<file path="src/rtl/sll_shifter_seq.sv">
// sll_shifter_seq: multi-cycle 32-bit logical-left shifter for the ALU shift path.
// The operand is latched at acceptance, then one power-of-two stage (1,2,4,8,16)
// is applied per cycle. A start/busy/done handshake lets the ALU control FSM
// drive it like the multiplier/divider. Zero fill enters from the LSB side.
//
// state | meaning
// IDLE  | waiting for start with Signal == SLL
// SHIFT | applying stage 0..STAGES-1, one per clock
// DONE  | result valid, done pulse high; returns to IDLE next edge
module sll_shifter_seq #(
  parameter int          WIDTH  = 32,
  parameter int          STAGES = 5,
  parameter logic [5:0]  SLL    = 6'b000000
) (
  input  logic             clk,
  input  logic             reset,
  input  logic             start,
  input  logic [5:0]       Signal,
  input  logic [WIDTH-1:0] dataA,
  input  logic [5:0]       shamt,
  output logic             busy,
  output logic             done,
  output logic [WIDTH-1:0] dataOut
);

  localparam logic [1:0] IDLE  = 2'd0;
  localparam logic [1:0] SHIFT = 2'd1;
  localparam logic [1:0] DONE  = 2'd2;

  localparam logic [2:0] LAST_STAGE = 3'(STAGES - 1);

  logic [1:0]       state;
  logic [WIDTH-1:0] acc;
  logic [4:0]       amt;
  logic [2:0]       stage;
  logic [4:0]       stage_dist;
  logic [WIDTH-1:0] acc_next;

  // Distance of the current stage and the accumulator after applying it.
  always_comb begin
    stage_dist = 5'd1 << stage;
    acc_next   = acc;
    if (amt[stage]) begin
      acc_next = acc << stage_dist;
    end
  end

  // Handshake FSM, operand/amount capture, stage sequencing and result register.
  always_ff @(posedge clk) begin
    if (!reset) begin
      state   <= IDLE;
      acc     <= '0;
      amt     <= '0;
      stage   <= '0;
      dataOut <= '0;
      busy    <= 1'b0;
      done    <= 1'b0;
    end else begin
      case (state)
        IDLE: begin
          done <= 1'b0;
          if (start && (Signal == SLL)) begin
            acc   <= dataA;
            amt   <= shamt[4:0];
            stage <= '0;
            busy  <= 1'b1;
            state <= SHIFT;
          end else begin
            busy <= 1'b0;
          end
        end
        SHIFT: begin
          acc <= acc_next;
          if (stage == LAST_STAGE) begin
            // Stage counter parks on the last stage rather than wrapping.
            dataOut <= acc_next;
            done    <= 1'b1;
            state   <= DONE;
          end else begin
            stage <= stage + 3'd1;
          end
        end
        DONE: begin
          done  <= 1'b0;
          busy  <= 1'b0;
          state <= IDLE;
        end
        default: begin
          done  <= 1'b0;
          busy  <= 1'b0;
          state <= IDLE;
        end
      endcase
    end
  end

endmodule

</file>
<file path="config.mk">
export PLATFORM = sky130hd
export DESIGN_NAME = sll_shifter_seq
export DESIGN_NICKNAME = d
export VERILOG_FILES = /design/src/rtl/sll_shifter_seq.sv
export SDC_FILE = /design/constraint.sdc
export NUM_CORES = 1
export LEC_CHECK = 0
export CAP_MARGIN = 20
export CORE_ASPECT_RATIO = 0.8
export CORE_MARGIN = 4
export CORE_UTILIZATION = 61
export CTS_BUF_LIST = sky130_fd_sc_hd__clkbuf_8
export CTS_CLUSTER_DIAMETER = 200
export DETAILED_ROUTE_END_ITERATION = 16
export PLACE_DENSITY_LB_ADDON = 0.12
export RECOVER_POWER = 25
export SLEW_MARGIN = 20
export SYNTH_ARGS = -nofsm -noshare
export SYNTH_HDL_FRONTEND = slang
export SYNTH_SLANG_ARGS = --single-unit
</file>
<file path="constraint.sdc">
create_clock -name clk -period 6.47 [get_ports clk]
set_input_delay 0.9705 -clock clk [delete_from_list [all_inputs] [get_ports clk]]
set_output_delay 0.9705 -clock clk [all_outputs]
set_load 0.03 [all_outputs]
</file>
## Yosys cells after proc, flatten, opt, wreduce, memory -nomap -nowiden

Index checks and enable logic that the tools add are counted.

| word-level totals | value |
|---|---|
| bits in registers | 76 |
| output and inout bits | 34 |
| word-level logic and storage cells | 39 |
| input port bits | 47 |

| operators by class | value |
|---|---|
| $add $sub $neg | 1 |
| order comparisons | 1 |
| reduce and logical (&&, ||, !) cells | 10 |
| equal/unequal tests | 5 |
| muxes and demuxes | 13 |
| shift operators | 2 |

Operators with widths:

| kind | number |
|---|---|
| 32-bit two-way mux | 2 |
| 32-bit one-hot mux with 2 select lines | 1 |
| 32-bit by 5-bit << shifter with 32-bit output | 1 |
| 2-bit AND reduction | 5 |
| 6-bit zero test | 1 |
| 3-bit two-way mux | 2 |
| 2-bit != test, second input constant | 3 |
| 3-bit one-hot mux with 2 select lines | 1 |
| 1-bit by 3-bit << shifter with 5-bit output, first input constant | 1 |
| 3-bit by 4-bit less-than comparator with 1-bit output, second input constant | 1 |
| 2-bit two-way mux | 2 |
| 2-bit one-hot mux with 2 select lines | 1 |
| 3-bit by 1-bit adder with 3-bit output, second input constant | 1 |
| 1-bit binary-select mux with 3-bit select | 1 |
| 3-bit equality test, second input constant | 1 |
| 3-bit AND reduction | 1 |
| 2-bit by 1-bit equality test with 1-bit output, second input constant | 1 |
| 2-bit zero test | 1 |
| 1-bit two-way mux | 2 |
| 1-bit one-hot mux with 2 select lines | 1 |
| 2-bit nonzero test | 1 |
| 1-bit logical AND | 1 |

## Longest topological paths before layout

| logic depth | value |
|---|---|
| word-level depth | 4 |
| gate-level depth with buffers | 12 |
| mapped depth without buffers | 8 |

## Least setup slack after synthesis

Ideal clock, no wire load.

| path | value |
|---|---|
| path kind | register to register |
| from | register stage[0] |
| to | register acc[27] |
| library setup time | 0.115 ns |
| cell stages (with the launch flop) | 11 |
| period minus slack after synthesis | 2.484 ns |
| required time | 6.355 ns |
| arrival | 2.369 ns |
| buffers on the path | 3 |
| slack | 3.986 ns |
| cells stage by stage | dfxtp_1 -> inv_1 -> ha_1 -> buf_6 -> or4b_4 -> buf_6 -> buf_6 -> o22a_1 -> a222oi_1 -> a31oi_1 -> o21a_1 |

| between the ends | value |
|---|---|
| word-level cells in the longest chain between the ends | 4 |
| elaborated cells between the ends (all ways) | 6 |
| classes of those cells | shift (2); mux (4) |

Ends and longest elaborated chain:

| what | line | RTL |
|---|---|---|
| start, declared | 35 | `logic [2:0] stage;` |
| start signal, assigned | 80 | `stage <= stage + 3'd1;` |
| 1-bit by 3-bit << shifter with 5-bit output / 1-bit binary-select mux with 3-bit select (equally long branches) | 41, 43 |  |
| 32-bit by 5-bit << shifter with 32-bit output / 1-bit two-way mux (equally long branches) | 44, 43 |  |
| 32-bit two-way mux * | 43 | `if (amt[stage]) begin` |
| 32-bit one-hot mux with 2 select lines * | 59 | `case (state)` |
| end signal, assigned | 63 | `acc <= dataA;` |
| end signal, assigned | 73 | `acc <= acc_next;` |
| end, declared | 33 | `logic [WIDTH-1:0] acc;` |

Mark *: on every way between the ends. The rest lies on a longest branch, timed or not. The select of a mux whose other input is x is not followed.
A chain may end at the register's enable or synchronous reset.

==> impl_summary.md <==
Timing
The maximum frequency from static timing analysis is between 200 and 250 MHz. The final period demand of the worst path is 4390 ps. Clock skew on the completed layout was measured at approximately 14 ps. The worst-case headroom to the max-slew limit is -43.2%. At the pin with the least slew margin, the transition time is 2150 ps. For the final routed database, the setup TNS stands at 0 ps. Setup violations remaining at the end of the flow were counted as 0. The number of max-slew violations in the final report is 81.

The worst path uses 67.8% of the clock period. Setup repair after global routing left no endpoint under its margin. The final-report hold violation count is 0.

Detailed routing
The via density per instance is 7.40. The per-cell routed wire length is 25.4 um. The number of DRC markers after the initial detailed-route iteration is 896. For this run, the detailed router's first-pass iteration total came to 5. Once detail routing completed, the nets flagged for antenna violations numbered 0. The residual DRC count is 0. Summing over every cut layer, the via total after detailed routing is 5900. After detailed routing, the total wire length is slightly above 20000 um.

Synthesis
The number of different library cells used by synthesis comes to 68. The proportion of synthesized flip-flops having asynchronous set or reset is 0%. The number of storage elements in the synthesis netlist is 76. For this run, the number of Yosys warnings is 0. Among all flip-flop cells after synthesis, the most frequent one is sky130_fd_sc_hd__dfxtp_1. The summed instance area of the synthesized netlist is around 5300 sq um. The average cell area after synthesis is 8.15 sq um. The number of enable flip-flop cells after synthesis is 0. Synthesis produced 648 cells. Synthesis produced a netlist with a net count of 700. Sequential cells were found to cover 28.8% of the synthesized design area.

GRT
The via count of the first global-routing pass came to 5502. The met2 track demand over resource in global routing is 57.5%. The total routing usage reported by global routing is a little under two fifths. The met3 demand-to-capacity share in global routing is 12.3%. The first global-routing pass estimated 30900 um of wire. After global routing, the most crowded layer is met2. Summed over all layers, the global routing overflow is 0.

The initial antenna violation count was 0. The maximum number of pins on one net before global-route repair is 59. The met1 layer usage reported by global route is 50.7%.

Cells and area
The area of the multi-input gates is 3390 sq um. At the end of the flow, the number of nets in the layout was 733. The number of antenna diodes in the final layout is 0. The sequential cells in the finished layout cover a total of ~1500 sq um.

The number of fill cells in the layout is around 650. Compared with the post-synthesis result, the final layout area differs by 16.7%. The share of layout cells above drive strength 1 is 9.78%.

Floorplan
The die covers 10200 sq um. The number of standard-cell rows in the floorplan is 30. The die is 91.2 um tall. During I/O placement, the number of pins put on the boundary was 81. The total area inside the core boundary comes to 8450 sq um.

Once the floorplan was initialized, standard cells occupied roughly 63% of the core. In this run the horizontal extent of the chip is 112 um.

Power and ir drop
For this design the ratio of total power to cell area is 152 nW/um^2. The worst-case IR drop observed on VDD is 0.000225 V. The static power due to leakage is approximately 2.2 nW. Overall power consumption after layout is estimated at between 0.0009 and 0.001 W.

Placement
Routability-driven placement finished with a final weighted congestion of roughly 1.1. Summed over all nets, the half-perimeter wirelength after detailed placement is 13900 um. The number of port buffers is 79.

Run status
The checks that failed: capacitance limit, slew limit. The run finished, with violations left.

Setup path
The worst register-to-register path has a depth of 8. The worst setup path is captured at a flip-flop. Among all stages on the critical path, the largest delay is contributed by sky130_fd_sc_hd__clkbuf_1. The startpoint of the worst setup timing path is reset. The timing endpoint of the critical path is acc[11].

Broken down by cell family, the worst path's largest delay share belongs to buffers and inverters. The largest fanout on the critical path is 43. The signal on the critical path passes through dlygate4sd3_1 -> clkbuf_1 -> clkinv_1 -> clkbuf_1 -> nor2_1 -> o21ai_0 -> o22ai_1. The worst setup path is of the input port to flip-flop kind. For the worst setup path, the data required time is between 6000 and 7000 ps. The launching point of the worst reg2reg path is stage[0].

The number of buffers and inverters on the critical path is 4. The library cell appearing most often on the critical path is sky130_fd_sc_hd__clkbuf_1. In this run the critical register-to-register path is captured at dataOut[29].

The setup slack of the worst register-to-register path is approximately 2700 ps. The cell depth of the worst setup path is 7. The launching element type of the critical path is an input port. In this design, the stage delay of the slowest critical-path cell is 1550 ps.

Data on the critical path arrives at its endpoint at 4530 ps.

Clock network
The clock transition time at the flip-flop clock pins of the worst setup and hold paths is around 80 ps. The CTS H-tree depth is 3. The deepest clock path buffer count is 2.

The root buffer cell is sky130_fd_sc_hd__clkbuf_8. TritonCTS built the clock tree. The clock latency on the worst-skew pair is 360 ps. The buffer count from post-CTS setup fixing is 0. The clock buffer count from CTS is 9.

The number of hold buffers added after CTS was 0. The clock sink total is 76. The total of cells resized after clock tree synthesis is 0.

Worst hold path
The class of the tightest hold or removal check is flip-flop to flip-flop.

Flow run
Max-cap violations in this run came to 2.
==> per-stage QoR <==
step / area, sq um / setup WS (ps) / utilization, % / cells / hold slack [ps]
6_report: 6170 / 2080 / 73.0 / 797 / 458
5_1_grt: 6170 / 1980 / 73.0 / 797 / 478
4_1_cts: 6170 / 2780 / 73.1 / 797 / 458
3_5_place_dp: 5960 / 2830 / 70.6 / 782 / 449
3_3_place_gp: 5960 / 2920 / 70.6 / 782 / 438
2_1_floorplan: 5280 / 3990 / - / 648 / 433
==> worst register-to-register path, stage by stage, from the launching register on <==
cell	delay (ps)
sky130_fd_sc_hd__dfxtp_1	390
sky130_fd_sc_hd__inv_1	140
sky130_fd_sc_hd__ha_2	180
sky130_fd_sc_hd__buf_4	570
sky130_fd_sc_hd__nand2b_1	700
sky130_fd_sc_hd__mux4_2	680
sky130_fd_sc_hd__o211a_1	230
sky130_fd_sc_hd__a211oi_1	610
sky130_fd_sc_hd__a21oi_1	160
==> cell type report <==
cell class              instances  share of cell area [%]
well taps                     112                    2.27
inverters                       9                   0.548
clock buffers                  10                    2.23
multi-input cells             495                    55.0
repair buffers                 90                    14.0
clock inverters                 5                    1.26
flip-flops and latches         76                    24.7
==> Yosys cell counts (4+ instances only) <==
cell	count	area [sq um]
sky130_fd_sc_hd__o211ai_1	4	30.0
sky130_fd_sc_hd__nor3_1	10	50.1
sky130_fd_sc_hd__ha_1	5	62.6
sky130_fd_sc_hd__nand3_1	20	100
sky130_fd_sc_hd__nand2_1	57	214
sky130_fd_sc_hd__buf_1	4	15.0
sky130_fd_sc_hd__a22o_1	10	87.6
sky130_fd_sc_hd__o221ai_1	5	43.8
sky130_fd_sc_hd__mux2_2	15	169
sky130_fd_sc_hd__a31oi_1	8	50.1
sky130_fd_sc_hd__a221o_1	5	50.1
sky130_fd_sc_hd__nand2b_1	7	43.8
sky130_fd_sc_hd__a211oi_1	8	60.1
sky130_fd_sc_hd__dfxtp_1	76	1520
sky130_fd_sc_hd__a21oi_1	58	290
sky130_fd_sc_hd__o21ai_0	35	175
sky130_fd_sc_hd__a22oi_1	35	263
sky130_fd_sc_hd__nor2b_1	7	43.8
sky130_fd_sc_hd__mux4_2	15	338
sky130_fd_sc_hd__o21ai_1	4	20.0
sky130_fd_sc_hd__o21a_1	6	45.0
sky130_fd_sc_hd__buf_4	6	45.0
sky130_fd_sc_hd__buf_6	7	78.8
sky130_fd_sc_hd__nor3b_1	5	37.5
sky130_fd_sc_hd__buf_2	13	65.1
sky130_fd_sc_hd__inv_1	8	30.0
sky130_fd_sc_hd__a222oi_1	6	60.1
sky130_fd_sc_hd__a32o_1	4	40.0
sky130_fd_sc_hd__mux2i_1	18	180
sky130_fd_sc_hd__clkbuf_1	38	143
sky130_fd_sc_hd__o22ai_1	28	175
sky130_fd_sc_hd__a221oi_1	4	35.0
sky130_fd_sc_hd__nor4_1	4	25.0
sky130_fd_sc_hd__nor2_1	57	214
==> where the power goes <==
group / leakage [nW] / total (W) / switching (W) / internal [W]
registers: 0.612 / 0.000471 / 0.00000257 / 0.000468
clock network: 0.114 / 0.000403 / 0.000178 / 0.000224
logic: 1.47 / 0.0000633 / 0.0000293 / 0.0000340
==> cells in the final DEF (no fill, tap or decap), types with 8 or more instances in the layout <==
cell type and n:
sky130_fd_sc_hd__clkdlybuf4s50_1 59, sky130_fd_sc_hd__dfxtp_1 76, sky130_fd_sc_hd__o22ai_1 28, sky130_fd_sc_hd__a21oi_1 57, sky130_fd_sc_hd__nand2_1 57, sky130_fd_sc_hd__a211oi_1 8, sky130_fd_sc_hd__mux4_2 15, sky130_fd_sc_hd__mux2i_1 18
sky130_fd_sc_hd__nor3_1 10, sky130_fd_sc_hd__a22oi_1 35, sky130_fd_sc_hd__inv_1 9, sky130_fd_sc_hd__nor2_1 56, sky130_fd_sc_hd__o21ai_0 35, sky130_fd_sc_hd__nand3_1 20, sky130_fd_sc_hd__buf_4 9, sky130_fd_sc_hd__clkbuf_8 10
sky130_fd_sc_hd__a31oi_1 8, sky130_fd_sc_hd__a22o_1 10, sky130_fd_sc_hd__dlygate4sd3_1 20, sky130_fd_sc_hd__mux2_2 15
==> cell families (layout without fill, tap and decap cells) <==
| group | Yosys count | after routing | share of synthesized area, % |
|---|---|---|---|
| mux | 48 | 48 | 13.0 |
| compound gates | 251 | 251 | 32.3 |
| fa+ha+maj | 5 | 5 | 1.18 |
| flops | 76 | 76 | 28.8 |
| simple gates | 191 | 191 | 17.6 |
| buf+inv | 77 | 114 | 7.20 |
==> metal layers <==
metal  share of wire (%)  up-vias
li1                    -     2536
met1                  40     2841
met2                  44      449
met3                  12       74
met4                 4.3        0
met5                   0        -
==> flip-flops by register name, indices dropped and copies added (netlist names) <==
signal,count
acc,32
dataOut,32
amt,5
stage,3
state,2
busy,1
done,1
==> worst min path at each step <==
stage	slack, ps	to	depth (start not counted)	from
final	460	dataOut[9]	2	dataOut[9]
after CTS	460	dataOut[15]	2	dataOut[15]
after floorplan	430	amt[2]	2	amt[2]
after global placement	440	dataOut[11]	2	dataOut[11]
after global routing	480	amt[2]	2	amt[2]
after detailed placement	450	dataOut[15]	2	dataOut[15]
Power figures use the tool's default switching activity.
